$ cat src/rtl/sl_wb_pkg.sv
// Shared types and bus widths for the sl_wb Wishbone master bridge.
// Width macros may be predefined by the build; otherwise 32-bit address/data.

`ifndef WB_ADDR_WIDTH
`define WB_ADDR_WIDTH 32
`endif
`ifndef WB_DATA_WIDTH
`define WB_DATA_WIDTH 32
`endif
`ifndef WB_BE_WIDTH
`define WB_BE_WIDTH (`WB_DATA_WIDTH / 8)
`endif

package sl_wb_pkg;

  localparam int unsigned WB_ADDR_W = `WB_ADDR_WIDTH;
  localparam int unsigned WB_DATA_W = `WB_DATA_WIDTH;
  localparam int unsigned WB_BE_W   = `WB_BE_WIDTH;

  typedef enum logic [1:0] {
    IDLE,
    REQ,
    WAIT,
    BACKOFF
  } wb_mst_state_t;

  typedef struct packed {
    logic                 we;
    logic [WB_ADDR_W-1:0] addr;
    logic [WB_DATA_W-1:0] wdata;
    logic [WB_BE_W-1:0]   be;
  } wb_req_t;

endpackage

$ cat src/rtl/sl_wb_tmo_cnt.sv
// Per-attempt timeout counter for the Wishbone master bridge.
// load_i clears the count, en_i advances it; expire_o flags the last
// enabled cycle of a TIMEOUT_CYCLES-long window.

module sl_wb_tmo_cnt #(
  parameter int TIMEOUT_CYCLES = 256
) (
  input  logic clk_i,
  input  logic rst_ni,
  input  logic load_i,
  input  logic en_i,
  output logic expire_o
);

  localparam int CW = $clog2(TIMEOUT_CYCLES + 1);

  logic [CW-1:0] cnt_q;
  logic [CW-1:0] cnt_d;

  assign expire_o = en_i && (cnt_q == CW'(TIMEOUT_CYCLES - 1));

  // Next count: clear on load, otherwise count enabled cycles up to expiry.
  always_comb begin
    cnt_d = cnt_q;
    if (load_i) begin
      cnt_d = '0;
    end else if (en_i && !expire_o) begin
      cnt_d = cnt_q + CW'(1);
    end
  end

  // Count register.
  always_ff @(posedge clk_i or negedge rst_ni) begin
    if (!rst_ni) begin
      cnt_q <= '0;
    end else begin
      cnt_q <= cnt_d;
    end
  end

endmodule

$ cat src/rtl/sl_wb_master.sv
// Core-side Wishbone B4 pipelined master bridge: one valid/ready request in,
// one single-beat bus cycle out, one response pulse back. rty is retried up
// to MAX_RETRY times with RETRY_GAP idle cycles in between.
// Optional feature macro: SL_WB_MASTER_TIMEOUT_EN adds a per-attempt abort
// after TIMEOUT_CYCLES bus cycles without a termination.

module sl_wb_master
  import sl_wb_pkg::*;
#(
  parameter int MAX_RETRY      = 3,
  parameter int RETRY_GAP      = 2,
  parameter int TIMEOUT_CYCLES = 256
) (
  input  logic                      clk,
  input  logic                      rst,
  input  logic                      req_val,
  output logic                      req_rdy,
  input  logic                      req_we,
  input  logic [`WB_ADDR_WIDTH-1:0] req_addr,
  input  logic [`WB_DATA_WIDTH-1:0] req_wdata,
  input  logic [`WB_BE_WIDTH-1:0]   req_be,
  output logic                      resp_val,
  output logic [`WB_DATA_WIDTH-1:0] resp_rdata,
  output logic                      resp_err,
  output logic                      wb_cyc_o,
  output logic                      wb_stb_o,
  output logic                      wb_we_o,
  output logic                      wb_lock_o,
  output logic                      wb_tga_o,
  output logic                      wb_tgc_o,
  output logic [`WB_ADDR_WIDTH-1:0] wb_adr_o,
  output logic [`WB_DATA_WIDTH-1:0] wb_dat_o,
  output logic [`WB_BE_WIDTH-1:0]   wb_sel_o,
  input  logic [`WB_DATA_WIDTH-1:0] wb_dat_i,
  input  logic                      wb_ack_i,
  input  logic                      wb_stall_i,
  input  logic                      wb_err_i,
  input  logic                      wb_rty_i
);

  localparam int RTY_W = (MAX_RETRY < 1) ? 1 : $clog2(MAX_RETRY + 1);

  if (RETRY_GAP < 1 || RETRY_GAP > 15) begin : g_bad_retry_gap
    $error("sl_wb_master: RETRY_GAP must lie in 1..15");
  end
  if (TIMEOUT_CYCLES < 1) begin : g_bad_timeout
    $error("sl_wb_master: TIMEOUT_CYCLES must be at least 1");
  end

  wb_mst_state_t           state_q, state_d;
  wb_req_t                 req_q, req_d;
  logic [RTY_W-1:0]        retry_q, retry_d;
  logic [3:0]              gap_q, gap_d;
  logic                    cyc_q, cyc_d;
  logic                    stb_q, stb_d;
  logic                    rdy_q, rdy_d;
  logic                    resp_val_q, resp_val_d;
  logic                    resp_err_q, resp_err_d;
  logic [WB_DATA_W-1:0]    resp_rdata_q, resp_rdata_d;

  logic                    live;
  logic                    tmo_load;
  logic                    tmo_en;
  logic                    tmo_expire;

  // The strobe is only accepted once stall is low, so terminations count
  // from that cycle onwards; IDLE and BACKOFF ignore them.
  assign live     = (state_q == WAIT) || (state_q == REQ && !wb_stall_i);
  assign tmo_load = (state_q == IDLE && req_val) || (state_q == BACKOFF && gap_q == 4'd0);
  assign tmo_en   = (state_q == REQ) || (state_q == WAIT);

`ifdef SL_WB_MASTER_TIMEOUT_EN
  sl_wb_tmo_cnt #(
    .TIMEOUT_CYCLES(TIMEOUT_CYCLES)
  ) u_tmo_cnt (
    .clk_i    (clk),
    .rst_ni   (rst),
    .load_i   (tmo_load),
    .en_i     (tmo_en),
    .expire_o (tmo_expire)
  );
`else
  logic tmo_unused;
  assign tmo_unused = tmo_load ^ tmo_en;
  assign tmo_expire = 1'b0 & tmo_unused;
`endif

  // Next-state and registered-output logic.
  always_comb begin
    logic resp_now;
    logic resp_fail;
    state_d      = state_q;
    req_d        = req_q;
    retry_d      = retry_q;
    gap_d        = gap_q;
    cyc_d        = cyc_q;
    stb_d        = stb_q;
    rdy_d        = rdy_q;
    resp_val_d   = 1'b0;
    resp_err_d   = 1'b0;
    resp_rdata_d = '0;
    resp_now     = 1'b0;
    resp_fail    = 1'b0;

    case (state_q)
      IDLE: begin
        if (req_val) begin
          req_d   = '{we: req_we, addr: req_addr, wdata: req_wdata, be: req_be};
          retry_d = '0;
          state_d = REQ;
          cyc_d   = 1'b1;
          stb_d   = 1'b1;
          rdy_d   = 1'b0;
        end
      end
      REQ: begin
        if (!wb_stall_i) begin
          stb_d   = 1'b0;
          state_d = WAIT;
        end
      end
      WAIT: begin
      end
      BACKOFF: begin
        if (gap_q == 4'd0) begin
          state_d = REQ;
          cyc_d   = 1'b1;
          stb_d   = 1'b1;
        end else begin
          gap_d = gap_q - 4'd1;
        end
      end
      default: begin
        state_d = IDLE;
      end
    endcase

    if (live && wb_err_i) begin
      resp_now  = 1'b1;
      resp_fail = 1'b1;
    end else if (live && wb_rty_i) begin
      if (retry_q < RTY_W'(MAX_RETRY)) begin
        retry_d = retry_q + RTY_W'(1);
        gap_d   = 4'(RETRY_GAP - 1);
        state_d = BACKOFF;
        cyc_d   = 1'b0;
        stb_d   = 1'b0;
      end else begin
        resp_now  = 1'b1;
        resp_fail = 1'b1;
      end
    end else if (live && wb_ack_i) begin
      resp_now     = 1'b1;
      resp_rdata_d = req_q.we ? '0 : wb_dat_i;
    end else if (tmo_expire) begin
      resp_now  = 1'b1;
      resp_fail = 1'b1;
    end

    if (resp_now) begin
      resp_val_d = 1'b1;
      resp_err_d = resp_fail;
      state_d    = IDLE;
      cyc_d      = 1'b0;
      stb_d      = 1'b0;
      rdy_d      = 1'b1;
    end
  end

  // State, request latch and output registers; reset aborts any bus cycle.
  always_ff @(posedge clk or negedge rst) begin
    if (!rst) begin
      state_q      <= IDLE;
      req_q        <= '0;
      retry_q      <= '0;
      gap_q        <= '0;
      cyc_q        <= 1'b0;
      stb_q        <= 1'b0;
      rdy_q        <= 1'b1;
      resp_val_q   <= 1'b0;
      resp_err_q   <= 1'b0;
      resp_rdata_q <= '0;
    end else begin
      state_q      <= state_d;
      req_q        <= req_d;
      retry_q      <= retry_d;
      gap_q        <= gap_d;
      cyc_q        <= cyc_d;
      stb_q        <= stb_d;
      rdy_q        <= rdy_d;
      resp_val_q   <= resp_val_d;
      resp_err_q   <= resp_err_d;
      resp_rdata_q <= resp_rdata_d;
    end
  end

  assign req_rdy    = rdy_q;
  assign resp_val   = resp_val_q;
  assign resp_err   = resp_err_q;
  assign resp_rdata = resp_rdata_q;
  assign wb_cyc_o   = cyc_q;
  assign wb_stb_o   = stb_q;
  assign wb_we_o    = req_q.we;
  assign wb_adr_o   = req_q.addr;
  assign wb_dat_o   = req_q.wdata;
  assign wb_sel_o   = req_q.be;
  assign wb_lock_o  = 1'b0;
  assign wb_tga_o   = 1'b0;
  assign wb_tgc_o   = 1'b0;

endmodule
$ cat config.mk
export PLATFORM = sky130hd
export DESIGN_NAME = sl_wb_master
export DESIGN_NICKNAME = d
export VERILOG_FILES = /design/src/rtl/sl_wb_pkg.sv /design/src/rtl/sl_wb_tmo_cnt.sv /design/src/rtl/sl_wb_master.sv
export SDC_FILE = /design/constraint.sdc
export NUM_CORES = 1
export LEC_CHECK = 0
export ABC_AREA = 1
export ABC_CLOCK_PERIOD_IN_PS = 1900
export BUFFER_PORTS_ARGS = -buffer_cell sky130_fd_sc_hd__buf_2
export CAP_MARGIN = 30
export CORE_MARGIN = 3
export CORE_UTILIZATION = 43
export DETAILED_ROUTE_END_ITERATION = 10
export HOLD_SLACK_MARGIN = 0.15
export PLACE_DENSITY_LB_ADDON = 0.2
export SYNTH_ARGS = -nofsm -noshare
export SYNTH_HDL_FRONTEND = slang
export SYNTH_SLANG_ARGS = --single-unit
$ cat constraint.sdc
create_clock -name clk -period 1.9 [get_ports clk]
set_input_delay 0.095 -clock clk [delete_from_list [all_inputs] [get_ports clk]]
set_output_delay 0.095 -clock clk [all_outputs]
set_load 0.1 [all_outputs]
==> flow_metrics.tcl, run 1 <==
set metrics [dict create \
    worstSkewPairLatency_ps 510 \
    synthArstFlopShare_pct 100.0 \
    synth_common_cells "nand2_1 (256), dfrtp_1 (113), nor2_4 (21), inv_1 (19)" \
    wl_per_cell_um 13.67 \
    synth_cells 498 \
    slew_violations 0 \
    n_fill_cell 752 \
    h-tree-depth 4 \
    multiInputGateArea_um2 1600 \
    syn_area_per_cell_um2 9.399 \
    routed_wl_um 13310 \
    hold_path_startpoint "req_wdata[5]" \
    min_period_ps 1790 \
    die_w_um 110.3 \
    numCtsBuffers 17 \
    synth_edf_count 0 \
    io_pins 217 \
    grt_usage_pct 22.09 \
    grt_overflow 0 \
    start_util_pct 44.74 \
    startpoint_type "register" \
    setup-tns-final_ps 0 \
    grt_pass1_wl_um 20560 \
    required_ps 2350 \
    hold_class "input pin to register" \
    dieArea_um2 12170 \
    slew_headroom_pct 52.55 \
    nNetsFinal 940 \
    fin_util_pct 73.24 \
    crit_type "register to register" \
    dr.pass1.iters 4 \
    yosys.cell_count.top_type "nand2_1" \
    synth_simple_gate_area_share_pct 30.26 \
    yosysTopAreaCell "dfrtp_1" \
    final_hold_viol_count 0 \
    synth-adder-area-share_pct 1.871 \
    cts_sinks 114 \
    num_antenna_cells 0 \
    num_vias 4394 \
    remaining_drc_errors 0 \
    yosys-mux-area-fraction_pct 0 \
    die_height_um 110.3 \
    yosysUniqueCellTypes 24 \
    drive_above_1_share_pct 34.96 \
    timing.hold.ws_ps 316.0 \
    regArea_um2 2855 \
    cts-root-buf "clkbuf_8" \
    clkTransAtPathRegs_ps 60 \
    place_congestion 0.7794 \
    io_buffer_count 213 \
    synth.top_cells.by_area "dfrtp_1 (60%), nand2_1 (21%), nor2_4 (5.1%)" \
    crit_arrival_ps 2240 \
    antenna_found_initial 0 \
    first_iter_violations 212 \
    critPathLaunch "state_q[1]$_DFF_PN0_" \
    ys.flop_type "dfrtp_1" \
    grt_pass1_vias 4480 \
    cts_tree "done" \
    row_count 37 \
    syn2layout_area_growth_pct 63.70 \
    clock_path_buffers 2 \
    synth_compound_area_share_pct 1.443 \
    setup_viol 0 \
    ant_nets 0 \
    synth_xor_area_share_pct 0 \
    reg2reg_from "state_q[1]$_DFF_PN0_" \
    fin_crit_sh_pct 94.24 \
    critical_path.max_fanout 5 \
    via_per_inst 4.511 \
    skew_ps 7.395 \
    yosysWarnings 0 \
    hpwl_um 8047 \
    synth_top_family_by_area "simple AND/OR/NAND/NOR gates" \
    synth_top_area_share_pct 60.41 \
    max_freq_mhz 558.5 \
    status "complete, no violations" \
    worstMarginPinSlew_ps 711.8 \
    maxCapViolations 0 \
    cp-end-kind "register" \
    syn-cell-area_um2 4681 \
    ys_ff_latch 114 \
    grt_max_degree 73 \
    fp.coreArea_um2 10460 \
    synth.yosys.seq_area_share_pct 60.97 \
]
-- cell usage in the layout, fill, tap and decap left out, types with 5 or more instances in the layout --
cell type,instances
a21oi_1,6
nor2_2,9
nand2_1,255
ha_1,7
inv_1,19
dlygate4sd3_1,111
nor2_1,11
nand3_1,9
nor2_4,21
buf_12,5
buf_2,212
bufinv_16,5
dfrtp_1,112
o21ai_0,6
clkbuf_16,16
-- logic make-up (layout without fill, tap and decap cells) --
| group | count (synthesis) | after routing |
|---|---|---|
| AOI/OAI and AO/OA | 13 | 13 |
| adders and majority gates | 7 | 7 |
| buffers and inverters | 46 | 384 |
| DFF | 114 | 114 |
| other | 1 | 3 |
| and+or+nand+nor | 317 | 317 |
-- sequential cells by signal (all words and copies together) (netlist names), 2 cells and up --
register	count
gap_q	4
resp_rdata	32
retry_q	2
state_q	2
wb_adr_o	32
wb_dat_o	32
wb_sel_o	4
-- worst max-delay path: stages (launching register included) --
cell           delay (ps)
dfrtp_2               430
inv_1                 100
ha_1                  210
nand2_2                90
nand2_4               100
nand3_2               100
dlygate4sd3_1         610
nand4_1                80
-- worst paths after layout --
path                                                  to  slack, ps  depth (start not counted)
max in group asynchronous       resp_rdata[28]$_DFF_PN0_        860                          4
worst min-delay path             wb_dat_o[5]$_DFFE_PN0P_        320                          4
worst max register to register       req_rdy$_DFFE_PN1P_        110                          7
min in group asynchronous            req_rdy$_DFFE_PN1P_        690                          3
worst min register to register  wb_adr_o[22]$_DFFE_PN0P_        470                          2
worst max-delay path                 req_rdy$_DFFE_PN1P_        110                          7
-- layout make-up --
class	count	area share (%)
sequential	114	37.26
timing repair buffer	332	30.05
multi-input combinational	340	20.88
clock buffer	21	5.993
clock inverter	11	2.613
tap	136	2.221
inverter	20	0.9798
-- stage by stage --
| step | area, um2 | cells | worst slack [ps] |
|---|---|---|---|
| global placement | 5848 | 829 | 240.2 |
| finish | 7662 | 974 | 109.5 |
| CTS | 7639 | 973 | 50.44 |
| global route | 7662 | 974 | -4.868 |
| floorplan | 4688 | 500 | 334.9 |
| detailed placement | 5848 | 829 | 173.3 |
-- per-layer routing --
layer | part of all wire [%] | track usage, %
met5 | 0 | 0
met2 | 54 | 39.56
met1 | 38 | 24.26
met4 | 2.2 | 10.11
met3 | 6.1 | 6.115
-- what timing repair did --
action                                 4_1_cts  5_1_grt
endpoints found under the hold margin      222        0
gates resized for setup                      0        4
setup buffers                                0        1
hold buffers                               112        0
setup endpoints to repair                    0        7
Power of run 1 is not shown: default switching activity piles up to over one toggle a cycle in this logic, so the estimate is an artifact.
==> run 2, diff against run 1 <==
==> constraint.sdc (replaced) <==
create_clock -name clk -period 1.9 [get_ports clk]
set_input_delay 0.57 -clock clk [delete_from_list [all_inputs] [get_ports clk]]
set_output_delay 0.57 -clock clk [all_outputs]
set_load 0.1 [all_outputs]
==> run 2 against run 1 <==
Maximum frequency down 3.5%. Worst hold slack worse by 57 ps. First-iteration DRC count down 30%.
==> flow_metrics.tcl, run 2 (same netlist as run 1, synthesis figures left out) <==
set metrics [dict create \
    max_freq_mhz 539.1 \
    place_congestion 0.7862 \
    num_vias 3886 \
    cp_top_family "buffers and inverters" \
    rrSetupSlack_ps 160 \
    start_util_pct 44.74 \
    grt_max_degree 73 \
    critPathBufInv 1 \
    min_period_ps 1855 \
    io_pins 217 \
    worstSkewPairLatency_ps 500 \
    dr.pass1.iters 6 \
    grt_pass1_wl_um 17650 \
    worstHoldPathCells 3 \
    cts_setup_buffers 0 \
    fin_util_pct 62.17 \
    min_to "wb_dat_o[0]$_DFFE_PN0P_" \
    reg2reg_from "state_q[1]$_DFF_PN0_" \
    fin_crit_sh_pct 97.63 \
    startpoint_type "register" \
    ant_nets 0 \
    grt_pass1_vias 3941 \
    post-place-ws_ps 172.9 \
    worstMarginPinSlew_ps 509.9 \
    final_hold_viol_count 0 \
    skew_ps 5.912 \
    hold_path_startpoint "req_wdata[0]" \
    mostFrequentLayoutCell "nand2_1" \
    cp-end-kind "primary output" \
    setup-tns-final_ps 0 \
    crit_type "register to primary output" \
    timing.hold.ws_ps 259.1 \
    setup_viol 0 \
    first_iter_violations 148 \
    r2r_cells 8 \
    grt_usage_pct 18.97 \
    numCtsBuffers 17 \
    row_count 37 \
    cts_tree "done" \
    crit_slowest_cell "buf_2" \
    h-tree-depth 4 \
    antenna_found_initial 0 \
    clkTransAtPathRegs_ps 50 \
    fp.coreArea_um2 10460 \
    slowest_delay_ps 430 \
    die_w_um 110.3 \
    io_buffer_count 213 \
    critPathLaunch "wb_adr_o[12]$_DFFE_PN0P_" \
    final_cell_mix "nand2_1 (255), buf_2 (161), dfrtp_1 (113)" \
    slew_headroom_pct 65.96 \
    grt_overflow 0 \
    routed_wl_um 11120 \
    required_ps 1330 \
    num_antenna_cells 0 \
    cts_sinks 114 \
    critical_path.max_fanout 2 \
    remaining_drc_errors 0 \
    wl_per_cell_um 12.95 \
    crit_chain "buf_2" \
    hpwl_um 7874 \
    syn2layout_area_growth_pct 38.97 \
    drive_above_1_share_pct 39.14 \
    via_per_inst 4.524 \
    dieArea_um2 12170 \
    cts-root-buf "clkbuf_8" \
    rsz0062_at_grt "no" \
    slew_violations 0 \
    layout_setup_ws_ps 45.06 \
    hold_class "input pin to register" \
    clock_path_buffers 2 \
    maxCapViolations 0 \
    crit_arrival_ps 1280 \
    nNetsFinal 828 \
    n_fill_cell 920 \
    r2r_end "resp_rdata[31]$_DFF_PN0_" \
    status "complete, no violations" \
    die_height_um 110.3 \
]
## run 2: cell types whose count changed in the layout (fill, tap and decap cells not counted), sizes merged
cell	change
dlygate4sd3	-110
buf	-47
clkbuf	+46
bufinv	-5
clkinv	+3
clkinvlp	-1
inv	-1
## run 2: through the flow
stage	std cells	cell area, um2
after floorplan	500	4688
after CTS	859	6392
final	859	6505
after global placement	829	5873
after global routing	859	6505
after detailed placement	829	5873
## run 2: worst max path at each step
stage	to	slack (ps)	cells after the start
2_1_floorplan	resp_rdata[11]$_DFF_PN0_	330	4
3_5_place_dp	resp_rdata[31]$_DFF_PN0_	170	8
6_report	wb_adr_o[12]	50	1
4_1_cts	wb_dat_o[23]	2	1
3_3_place_gp	resp_rdata[31]$_DFF_PN0_	250	8
5_1_grt	wb_adr_o[25]	0.03	1
## run 2: metal layers
metal | vias up | GRT usage, % | share of wire, %
li1 | 1935 | - | -
met3 | 24 | 5.708 | 6.7
met4 | 0 | 8.531 | 2.2
met2 | 135 | 32.15 | 51
met1 | 1792 | 22.19 | 40
met5 | - | 0 | 0
## run 2: repair_timing
action                                 4_1_cts  5_1_grt
endpoints found under the hold margin       15        0
setup endpoints to repair                    6       45
resized for setup                            7       45
hold buffers                                 1        0
## run 2: tightest hold or removal path, delay by kind of cell
| family | cells | cell delay [ps] |
|---|---|---|
| AND/OR/NAND/NOR | 2 | 90 |
| buffers and inverters | 1 | 70 |
## run 2: layout make-up
class                           count  area, um2  share of cell area (%)
Tap cell                          136      170.2                   2.616
Sequential cell                   114       2854                   43.87
Multi-Input combinational cell    340       1585                   24.37
Timing Repair Buffer              220       1330                   20.45
Inverter                           20      75.07                   1.154
Clock inverter                      7      37.54                  0.5770
Clock buffer                       22      452.9                   6.963
Power of run 2 is left out for the same reason.
